==> src/rtl/uart_bus_bridge_if.sv <==
// Shared debug/CPU bus as seen by one initiator.
//   cyc      bus cycle active
//   we       1 = write, 0 = read (valid while cyc)
//   addr     word address (byte address [31:2])
//   sel      byte lanes
//   data_out write data from the initiator
//   data_in  read data from the responder, valid with ack
//   ack      responder done
// master: initiator side (the bridge); slave: responder side.
interface uart_bus_bridge_if;
  logic        cyc;
  logic        we;
  logic [29:0] addr;
  logic [3:0]  sel;
  logic [31:0] data_out;
  logic [31:0] data_in;
  logic        ack;

  modport master (
    output cyc, we, addr, sel, data_out,
    input  data_in, ack
  );

  modport slave (
    input  cyc, we, addr, sel, data_out,
    output data_in, ack
  );
endinterface

==> src/rtl/uart_bus_bridge.sv <==
// UART-driven debug bus initiator. Decodes 'W'/'R' command frames from the
// UART rx FIFO, runs one single-word bus cycle per frame and returns a status
// byte (plus read data) to the UART tx FIFO.
// Ports:
//   clk, rst_n        system clock, asynchronous active-low reset
//   rx_data/rx_valid  head of the UART rx FIFO
//   rx_pop            consume rx_data this cycle
//   tx_data/tx_valid  byte offered to the UART tx FIFO, held until tx_ready
//   tx_ready          tx FIFO accepts tx_data
//   bus               initiator side of the shared cyc/we/addr/sel/ack bus
//
// state  | meaning
// IDLE   | waiting for a command byte
// ADDR   | collecting A0..A3
// DATA   | collecting D0..D3 (writes only)
// BUS    | cyc asserted, waiting for ack or bus timeout
// RESP   | shifting status/read data out to the tx FIFO
module uart_bus_bridge #(
  parameter int BUS_TIMEOUT   = 256,
  parameter int FRAME_TIMEOUT = 4800000
) (
  input  logic              clk,
  input  logic              rst_n,
  input  logic [7:0]        rx_data,
  input  logic              rx_valid,
  output logic              rx_pop,
  output logic [7:0]        tx_data,
  output logic              tx_valid,
  input  logic              tx_ready,
  uart_bus_bridge_if.master bus
);

  localparam logic [7:0] CMD_WRITE   = 8'h57;
  localparam logic [7:0] CMD_READ    = 8'h52;
  localparam logic [7:0] RSP_OK      = 8'h4B;
  localparam logic [7:0] RSP_TIMEOUT = 8'h54;
  localparam logic [7:0] RSP_UNKNOWN = 8'h3F;

  localparam int BT_W = $clog2(BUS_TIMEOUT + 1);
  localparam int FT_W = $clog2(FRAME_TIMEOUT + 1);
  localparam logic [BT_W-1:0] BT_LOAD = BT_W'(BUS_TIMEOUT - 1);
  localparam logic [FT_W-1:0] FT_LOAD = FT_W'(FRAME_TIMEOUT - 1);

  typedef enum logic [2:0] {
    S_IDLE = 3'd0,
    S_ADDR = 3'd1,
    S_DATA = 3'd2,
    S_BUS  = 3'd3,
    S_RESP = 3'd4
  } state_t;

  state_t          state, state_nxt;
  logic            is_write;
  logic [1:0]      byte_cnt;
  logic [29:0]     addr_q;
  logic [31:0]     wdata_q;
  logic [39:0]     rsp_buf;
  logic [2:0]      rsp_left;
  logic [BT_W-1:0] bus_tmr;
  logic [FT_W-1:0] frame_tmr;
  logic            known_cmd;

  assign known_cmd = (rx_data == CMD_WRITE) || (rx_data == CMD_READ);

  always_ff @(posedge clk or negedge rst_n) begin
    if (!rst_n) state <= S_IDLE;
    else        state <= state_nxt;
  end

  always_comb begin
    state_nxt = state;
    case (state)
      S_IDLE: begin
        if (rx_valid) state_nxt = known_cmd ? S_ADDR : S_RESP;
      end
      S_ADDR: begin
        if (rx_valid) begin
          if (byte_cnt == 2'd3) state_nxt = is_write ? S_DATA : S_BUS;
        end else if (frame_tmr == '0) begin
          state_nxt = S_IDLE;
        end
      end
      S_DATA: begin
        if (rx_valid) begin
          if (byte_cnt == 2'd3) state_nxt = S_BUS;
        end else if (frame_tmr == '0) begin
          state_nxt = S_IDLE;
        end
      end
      S_BUS: begin
        if (bus.ack || (bus_tmr == '0)) state_nxt = S_RESP;
      end
      S_RESP: begin
        if (tx_ready && (rsp_left == 3'd0)) state_nxt = S_IDLE;
      end
      default: state_nxt = S_IDLE;
    endcase
  end

  // Everything is derived from the registered state so an async reset
  // drops cyc and tx_valid immediately.
  always_comb begin
    rx_pop       = rx_valid && ((state == S_IDLE) || (state == S_ADDR) || (state == S_DATA));
    tx_valid     = (state == S_RESP);
    tx_data      = rsp_buf[7:0];
    bus.cyc      = (state == S_BUS);
    bus.we       = (state == S_BUS) && is_write;
    bus.sel      = (state == S_BUS) ? 4'hF : 4'h0;
    bus.addr     = addr_q;
    bus.data_out = wdata_q;
  end

  always_ff @(posedge clk or negedge rst_n) begin
    if (!rst_n) begin
      is_write  <= 1'b0;
      byte_cnt  <= 2'd0;
      addr_q    <= '0;
      wdata_q   <= '0;
      rsp_buf   <= '0;
      rsp_left  <= 3'd0;
      bus_tmr   <= '0;
      frame_tmr <= '0;
    end else begin
      case (state)
        S_IDLE: begin
          if (rx_valid) begin
            is_write  <= (rx_data == CMD_WRITE);
            byte_cnt  <= 2'd0;
            frame_tmr <= FT_LOAD;
            if (!known_cmd) begin
              rsp_buf  <= {32'h0, RSP_UNKNOWN};
              rsp_left <= 3'd0;
            end
          end
        end
        S_ADDR, S_DATA: begin
          if (rx_valid) begin
            byte_cnt  <= byte_cnt + 2'd1;
            frame_tmr <= FT_LOAD;
            bus_tmr   <= BT_LOAD;
            // Shifting 8 bits into a 30-bit register drops A0[1:0] on the
            // final byte, leaving the word address directly.
            if (state == S_ADDR) addr_q  <= {rx_data, addr_q[29:8]};
            else                 wdata_q <= {rx_data, wdata_q[31:8]};
          end else if (frame_tmr != '0) begin
            frame_tmr <= frame_tmr - 1'b1;
          end
        end
        S_BUS: begin
          if (bus.ack) begin
            if (is_write) begin
              rsp_buf  <= {32'h0, RSP_OK};
              rsp_left <= 3'd0;
            end else begin
              rsp_buf  <= {bus.data_in, RSP_OK};
              rsp_left <= 3'd4;
            end
          end else if (bus_tmr == '0) begin
            rsp_buf  <= {32'h0, RSP_TIMEOUT};
            rsp_left <= 3'd0;
          end else begin
            bus_tmr <= bus_tmr - 1'b1;
          end
        end
        S_RESP: begin
          if (tx_ready) begin
            rsp_buf <= {8'h00, rsp_buf[39:8]};
            if (rsp_left != 3'd0) rsp_left <= rsp_left - 3'd1;
          end
        end
        default: ;
      endcase
    end
  end

endmodule

==> src/flat_wrapper.sv <==
// flat-port wrapper written by rule: the top's interface ports become plain ports
module uart_bus_bridge_flat 
#(
  parameter int BUS_TIMEOUT   = 256,
  parameter int FRAME_TIMEOUT = 4800000
)
  (clk, rst_n, rx_data, rx_valid, rx_pop, tx_data, tx_valid, tx_ready, bus_cyc, bus_we, bus_addr, bus_sel, bus_data_out, bus_data_in, bus_ack);
  uart_bus_bridge_if bus_i ();
  input  logic clk;
  input  logic rst_n;
  input  logic [7:0] rx_data;
  input  logic rx_valid;
  output logic rx_pop;
  output logic [7:0] tx_data;
  output logic tx_valid;
  input  logic tx_ready;
  output wire logic [$bits(bus_i.cyc)-1:0] bus_cyc;
  output wire logic [$bits(bus_i.we)-1:0] bus_we;
  output wire logic [$bits(bus_i.addr)-1:0] bus_addr;
  output wire logic [$bits(bus_i.sel)-1:0] bus_sel;
  output wire logic [$bits(bus_i.data_out)-1:0] bus_data_out;
  input wire logic [$bits(bus_i.data_in)-1:0] bus_data_in;
  input wire logic [$bits(bus_i.ack)-1:0] bus_ack;
  assign bus_cyc = bus_i.cyc;
  assign bus_we = bus_i.we;
  assign bus_addr = bus_i.addr;
  assign bus_sel = bus_i.sel;
  assign bus_data_out = bus_i.data_out;
  assign bus_i.data_in = bus_data_in;
  assign bus_i.ack = bus_ack;
  uart_bus_bridge #(.BUS_TIMEOUT(BUS_TIMEOUT), .FRAME_TIMEOUT(FRAME_TIMEOUT)) u_core (.clk(clk), .rst_n(rst_n), .rx_data(rx_data), .rx_valid(rx_valid), .rx_pop(rx_pop), .tx_data(tx_data), .tx_valid(tx_valid), .tx_ready(tx_ready), .bus(bus_i));
endmodule
==> config.mk <==
export PLATFORM = sky130hd
export DESIGN_NAME = uart_bus_bridge_flat
export DESIGN_NICKNAME = d
export VERILOG_FILES = /design/src/rtl/uart_bus_bridge_if.sv /design/src/rtl/uart_bus_bridge.sv /design/src/flat_wrapper.sv
export SDC_FILE = /design/constraint.sdc
export NUM_CORES = 1
export LEC_CHECK = 0
export ABC_AREA = 1
export CORE_AREA = 2 2 123 125
export DETAILED_ROUTE_END_ITERATION = 7
export DIE_AREA = 0 0 125 127
export GPL_TIMING_DRIVEN = 1
export PLACE_DENSITY = 0.75
export SYNTH_ARGS = -nofsm -noshare
export SYNTH_HDL_FRONTEND = slang
export SYNTH_SLANG_ARGS = --single-unit
export TNS_END_PERCENT = 1
==> constraint.sdc <==
create_clock -name clk -period 2.5 [get_ports clk]
set_input_delay 0.375 -clock clk [delete_from_list [all_inputs] [get_ports clk]]
set_output_delay 0.375 -clock clk [all_outputs]
set_load 0.005 [all_outputs]
==> metrics.md, run 1 <==
| Metric | Value |
|---|---|
| Total nets after synthesis | 881 |
| Fmax | 427 MHz |
| Startpoint types | flip-flop |
| H-Tree Depth | 4 |
| Top_reg_cell synth | dfrtp_1 |
| Max cap viols | 0 |
| First-pass GRT wire length | 27000 µm |
| Sum of negative setup slack | 0 ns |
| Minimum clock period | between 2 and 2.5 ns |
| Initial antenna violation count | 0 |
| Antenna diodes | 0 |
| DR pass1 iterations | 4 |
| Clock Latency Late Sink | 0.42 ns |
| Synthesized area per cell | 8.54 µm² |
| R2r setup slk | 0.34 ns |
| Core Rows | 44 |
| P_int | 5.66 mW |
| Die area | ~16000 µm² |
| Starting Density | a little under 50% |
| Final Setup Violations | 0 |
| Cell variety after synth | 34 |
| Power share of the combinational group | about a third |
| Net Sw Frac | between 30% and 40% |
| Drt wl/cell | approximately 14 µm |
| PortBufs | 122 |
| Final Hold Viols | 0 |
| Pwr per Cell Area | 916 nW/µm² |
| Via/cell ratio | 5.16 |
| Status | finished, final reports clean |
| Slew @ Worst Pin | approximately 0.63 ns |
| CP Cell Sequence | inv_2, nor2_4, buf_4, nand2_4, nor2_1, clkdlybuf4s50_1 |
| Total number of vias | 5980 |
| Antenna Nets Post-Route | 0 |
| Vertical die dimension | 127 µm |
| Commonest non-fill, non-tap cells in the layout | 201 x nand2_1, 137 x dfrtp_1, 120 x clkdlybuf4s50_1 |
| CTS clock-pin slew for the worst setup and hold paths | 0.06 ns |
| PnR worst setup slack | 0.161 ns |
| Max Slew Vio Count | 0 |
| Slowest cell on the critical path | clkdlybuf4s50_1 |
| CTS Sinks | about 140 |
| Most common cell after layout, fill and taps aside | nand2_1 |
| DP Cell Count | 1111 |
| Final cell count without fillers | 1160 |
| Num CTS Buffers | 17 |
| Critical path required time | 2.12 ns |
| Vias in the first global route | 5584 |
| Pin count of the biggest net entering global routing | 68 |
| Yosys warnings | 0 |
| Total Routing Usage GR | 20.9% |
| Share of cells above drive strength 1 | 17.8% |
| CTS root buffer | clkbuf_16 |
| Clock tree buffer depth | 2 |
| #FFs+latches synth | 143 |
| Core Box Area | roughly 14000 µm² |
| Iteration-0 DRC count of the detailed router | around 430 |
| Number of synthesized flops with an enable pin | 0 |
| Period utilisation layout | 93.6% |
| Post-Route WL | 16400 µm |
| Synthesis-to-finish area growth | 30.7% |
| Worst setup EP type | output pin |
| CP peak stage delay | 0.54 ns |
| CP max FO | 8 |
| Worst hold path class | reg -> reg |
| CP arrival | 1.96 ns |
| Sequential share of the synthesized area | 50.5% |
| Total gr overflow | 0 |
| Clock share of power | 29.2% |
| Sw power | approximately 2.8 mW |
| DP Worst Slack | 0.142 ns |
| RSZ-0062 raised after global routing | false |
| Gpl congestion | 0.937 |
| Clock tree from TritonCTS | yes |
| NumNets Final | 1014 |
| Worst clock skew | about 0.011 ns |
| HPWL Detailed | 11200 µm |
| Fraction of registers with async set/reset | 100% |
| Hold_ws | 0.475 ns |
| Cells after synthesis | 830 |
| Die Wd | 125 µm |
| # DRC | 0 |
| Mapped Area | approximately 7000 µm² |
| Pleak | 4.36 nW |
| Fin util | 64.2% |
| Seq pwr share | 38.4% |
| Rel. slew slack | around three fifths |
| I/O Pins | about 120 |
| Worst VDD drop | approximately 0.00082 V |
| Setup Crit Path Kind | reg -> out |
flip-flops by register name, indices dropped and copies added (netlist names):
register / cells
u_core.is_write: 1
u_core.frame_tmr: 23
u_core.rsp_left: 3
u_core.state: 3
u_core.rsp_buf: 40
u_core.byte_cnt: 2
u_core.bus.addr: 30
u_core.bus.data_out: 32
u_core.bus_tmr: 9
layout make-up:
class / instances / area (µm²)
clock buffer: 20 / 447
clock inverter: 12 / 135
fill: 1191 / 5160
inverter: 76 / 289
multi-input combinational: 565 / 2980
sequential: 143 / 3590
tap: 184 / 230
timing repair buffer: 160 / 1600
power by group through the flow:
stage	Combinational (mW)	Clock, mW	Sequential, mW
floorplan	1.50	0	3.21
global placement	2.62	0	3.26
detailed placement	2.68	0	3.25
CTS	2.70	2.52	3.24
global route	3.07	2.63	3.33
finish	2.74	2.48	3.26
per-layer routing:
metal	track usage, %	up-vias	wire, µm
met5	0	-	0
met4	6.47	0	167
met3	7.79	15	1260
met2	33.1	179	7840
met1	27.0	2833	7140
li1	-	2953	-
Yosys cell counts (3+ instances only):
| cell | instances | share of area (%) |
|---|---|---|
| a21oi_1 | 22 | 1.6 |
| buf_6 | 12 | 1.9 |
| nand3_1 | 48 | 3.4 |
| nor2_1 | 80 | 4.2 |
| nor3_1 | 6 | 0.42 |
| ha_1 | 6 | 1.1 |
| nand3b_1 | 5 | 0.53 |
| or2_2 | 3 | 0.26 |
| nor2_2 | 5 | 0.44 |
| nand2_1 | 206 | 11 |
| buf_4 | 15 | 1.6 |
| clkbuf_1 | 13 | 0.69 |
| nand4_1 | 9 | 0.79 |
| a22oi_1 | 24 | 2.5 |
| nand2_2 | 14 | 1.2 |
| mux2_2 | 14 | 2.2 |
| buf_2 | 6 | 0.42 |
| dfrtp_1 | 143 | 50 |
| o21ai_0 | 77 | 5.4 |
| o21ai_2 | 32 | 4.0 |
| inv_1 | 71 | 3.8 |
worst max-delay path: cells and delay by family (launching register included):
family,cells,cell delay [ns]
buffers and inverters,3,0.74
and+or+nand+nor,3,0.38
DFF,1,0.43
worst paths after layout:
check | endpoint | start | cells after the start
setup / recovery | bus_we | u_core.state[1]$_DFFE_PN0P_ | 6
setup reg to reg | u_core.frame_tmr[22]$_DFFE_PN0P_ | u_core.frame_tmr[0]$_DFFE_PN0P_ | 10
hold / removal | u_core.rsp_buf[5]$_DFFE_PN0P_ | u_core.rsp_buf[5]$_DFFE_PN0P_ | 2
hold reg to reg | u_core.rsp_buf[5]$_DFFE_PN0P_ | u_core.rsp_buf[5]$_DFFE_PN0P_ | 2
max in group asynchronous | u_core.rsp_buf[31]$_DFFE_PN0P_ | rst_n | 3
min in group asynchronous | u_core.frame_tmr[15]$_DFFE_PN0P_ | rst_n | 2
kinds of logic after synthesis:
| group | Yosys count | synth area share (%) |
|---|---|---|
| AOI/OAI and AO/OA | 162 | 14.3 |
| xor gates and xnor gates | 1 | 0.124 |
| adders and majority gates | 6 | 1.06 |
| buffers and inverters | 122 | 8.68 |
| DFF | 143 | 50.5 |
| muxes | 14 | 2.22 |
| and+or+nand+nor | 382 | 23.1 |
metrics by stage:
step,power (mW),instance area (µm²)
after floorplan,4.71,7090
after global placement,5.87,8470
after detailed placement,5.93,8470
after CTS,8.46,9080
after global routing,9.03,9260
final,8.48,9260
repair_timing:
item | in CTS | in global routing
hold endpoints to repair | 65 | 0
gates resized for setup | 6 | 25
pin swaps | 1 | 7
endpoints found under the setup margin | 1 | 1
gates cloned | 0 | 0
hold buffers | 1 | 0
buffers inserted | 1 | 15
Power figures use the tool's default switching activity.
==> run 2, diff against run 1 <==
CAP_MARGIN = 30   (was unset)
CTS_BUF_LIST = sky130_fd_sc_hd__clkbuf_4   (was unset)
==> run 2 against run 1 <==
  * Clock skew up 0.013 ns
  * Final area down 2.7%
  * Largest power group unchanged
  * Clock power down 41%
  * Sequential power down 1%
  * Global-route usage down 0.062 points
  * Total power down 12%
  * Core utilization down 1.7 points
  * Highest routed layer unchanged
  * Sequential cell count unchanged
  * Critical path depth unchanged
==> metrics.md, run 2 (same netlist as run 1, synthesis figures left out) <==
| Metric | Value |
|---|---|
| Total gr overflow | 0 (unchanged) |
| Status | finished, final reports clean (unchanged) |
| Worst VDD drop | 0.000728 V (was 0.000821 V) |
| Pwr Total | 7.49 mW (was 8.48 mW) |
| Pwr per Cell Area | 831 nW/µm² (was 916 nW/µm²) |
| Iteration-0 DRC count of the detailed router | 372 (was 431) |
| Fmax | 418 MHz (was 427 MHz) |
| Worst clock skew | 0.0239 ns (was 0.0106 ns) |
| I/O Pins | 123 (unchanged) |
| Worst hold path class | in -> reg (was reg -> reg) |
| Minimum clock period | 2.39 ns (was 2.34 ns) |
| Drt wl/cell | 13.9 µm (was 14.1 µm) |
| DR pass1 iterations | 5 (was 4) |
| Clock Latency Late Sink | 0.54 ns (was 0.42 ns) |
| CTS root buffer | clkbuf_4 (was clkbuf_16) |
| RR Startpoint | u_core.bus_tmr[0]$_DFFE_PN0P_ (was u_core.frame_tmr[0]$_DFFE_PN0P_) |
| Via/cell ratio | 5.10 (was 5.16) |
| Slew @ Worst Pin | 0.630 ns (about the same) |
| Worst Setup SP | u_core.state[1]$_DFFE_PN0P_ (unchanged) |
| Startpoint types | flip-flop (unchanged) |
| Max Slew Vio Count | 0 (unchanged) |
| CP max FO | 16 (was 8) |
| HPWL Detailed | 11200 µm (unchanged) |
| Die area | 15900 µm² (unchanged) |
| # DRC | 0 (unchanged) |
| Synthesis-to-finish area growth | 27.1% (was 30.7%) |
| Core Rows | 44 (unchanged) |
| Vias in the first global route | 5664 (was 5584) |
| Hold Crit Start | bus_data_in[24] (was u_core.rsp_buf[5]$_DFFE_PN0P_) |
| RSZ-0062 raised after global routing | true (was false) |
| H-Tree Depth | 4 (unchanged) |
| First-pass GRT wire length | 26900 µm (was 27000 µm) |
| Setup Crit Path Kind | reg -> out (unchanged) |
| Vertical die dimension | 127 µm (unchanged) |
| Gpl congestion | 0.937 (unchanged) |
| NumNets Final | 1019 (was 1014) |
| Post-Route WL | 16200 µm (was 16400 µm) |
| Fin util | 62.5% (was 64.2%) |
| Rel. slew slack | 58.0% (about the same) |
| Pin count of the biggest net entering global routing | 68 (unchanged) |
| Reg2reg path depth | 12 (was 10) |
| Total number of vias | 5950 (was 5980) |
| PortBufs | 122 (unchanged) |
| CP arrival | 2.02 ns (was 1.96 ns) |
| Antenna Nets Post-Route | 0 (unchanged) |
| Period utilisation layout | 95.8% (was 93.6%) |
| Final Setup Violations | 0 (unchanged) |
| Hold_ws | 0.358 ns (was 0.475 ns) |
| Worst setup EP type | output pin (unchanged) |
| Total Routing Usage GR | 20.8% (was 20.9%) |
| Final Hold Viols | 0 (unchanged) |
| Core Box Area | 14400 µm² (unchanged) |
| CTS clock-pin slew for the worst setup and hold paths | 0.13 ns (was 0.06 ns) |
| CTS Sinks | 143 (unchanged) |
| Starting Density | 49.1% (unchanged) |
| Clock tree from TritonCTS | yes (unchanged) |
| Die Wd | 125 µm (unchanged) |
| Share of cells above drive strength 1 | 17.7% (was 17.8%) |
| Commonest non-fill, non-tap cells in the layout | 202 x nand2_1, 141 x dfrtp_1, 119 x clkdlybuf4s50_1 (was 201 x nand2_1, 137 x dfrtp_1, 120 x clkdlybuf4s50_1) |
| Most flops, register | u_core.rsp_buf (unchanged) |
| Pleak | 4.27 nW (was 4.36 nW) |
| Max FFs per register | 40 (unchanged) |
| Num CTS Buffers | 17 (unchanged) |
| Hold path cells | 3 (was 2) |
| Sum of negative setup slack | 0 ns (unchanged) |
| Initial antenna violation count | 1 (was 0) |
| Clock tree buffer depth | 2 (unchanged) |
| Most common cell after layout, fill and taps aside | nand2_1 (unchanged) |
| Critical path required time | 2.12 ns (about the same) |
| Max cap viols | 0 (unchanged) |
[run 2: cell count changes in the layout (fill, tap and decap cells not counted), sizes merged]
cell	before	now
inv	77	75
clkbuf	20	19
clkdlybuf4s50	120	119
diode	0	1
buf	38	43
clkinv	8	11
dlygate4sd2	0	1
[run 2: power breakdown]
part | switching, mW | total, mW | internal (mW)
clock network | 0.843 | 1.46 | 0.619
logic | 1.45 | 2.80 | 1.35
registers | 0.391 | 3.22 | 2.83
[run 2: area by class of cell]
cell class | instances | area (µm²)
antenna | 1 | 2.50
clock buffer | 19 | 143
clock inverter | 13 | 139
fill | 1225 | 5410
inverter | 76 | 300
multi-input combinational | 565 | 2980
sequential | 143 | 3580
tap | 184 | 230
timing repair buffer | 165 | 1640
[run 2: final timing paths]
| check | slack, ns | endpoint |
|---|---|---|
| worst max-delay path | 0.11 | bus_sel[1] |
| worst min-delay path | 0.36 | u_core.rsp_buf[32]$_DFFE_PN0P_ |
| worst max register to register | 0.38 | u_core.rsp_buf[16]$_DFFE_PN0P_ |
| worst min register to register | 0.49 | u_core.rsp_buf[38]$_DFFE_PN0P_ |
| max in group asynchronous | 1.41 | u_core.rsp_buf[16]$_DFFE_PN0P_ |
| min in group asynchronous | 0.40 | u_core.bus_tmr[7]$_DFFE_PN0P_ |
[run 2: worst max-delay path: stages, from the launching register on]
cell and delay [ns]:
dfrtp_2 0.43, inv_2 0.06, nor2_4 0.13, buf_4 0.13, nand2_4 0.11, clkinv_8 0.12
clkdlybuf4s50_1 0.50
[run 2: layer usage]
metal  up-vias  global-route usage (%)  wire length, µm
met5         -                       0                0
met4         0                    6.93              193
met3        20                    7.79             1260
met2       151                    32.9             7600
met1      2814                    26.7             7140
li1       2965                       -                -
[run 2: metrics by stage]
step / cells / worst slack, ns / instance area (µm²)
after global routing: 1166 / -0.0410 / 9010
final: 1166 / 0.106 / 9010
after global placement: 1111 / 0.166 / 8470
after floorplan: 830 / 0.774 / 7090
after CTS: 1160 / -0.0196 / 8920
after detailed placement: 1111 / 0.142 / 8470
[run 2: timing repair]
| action | CTS | global route |
|---|---|---|
| endpoints found under the setup margin | 1 | 7 |
| pin swaps | 3 | 3 |
| endpoints found under the hold margin | 65 | 0 |
| setup buffers | 16 | 5 |
| resized for setup | 17 | 13 |
| hold buffers | 1 | 0 |
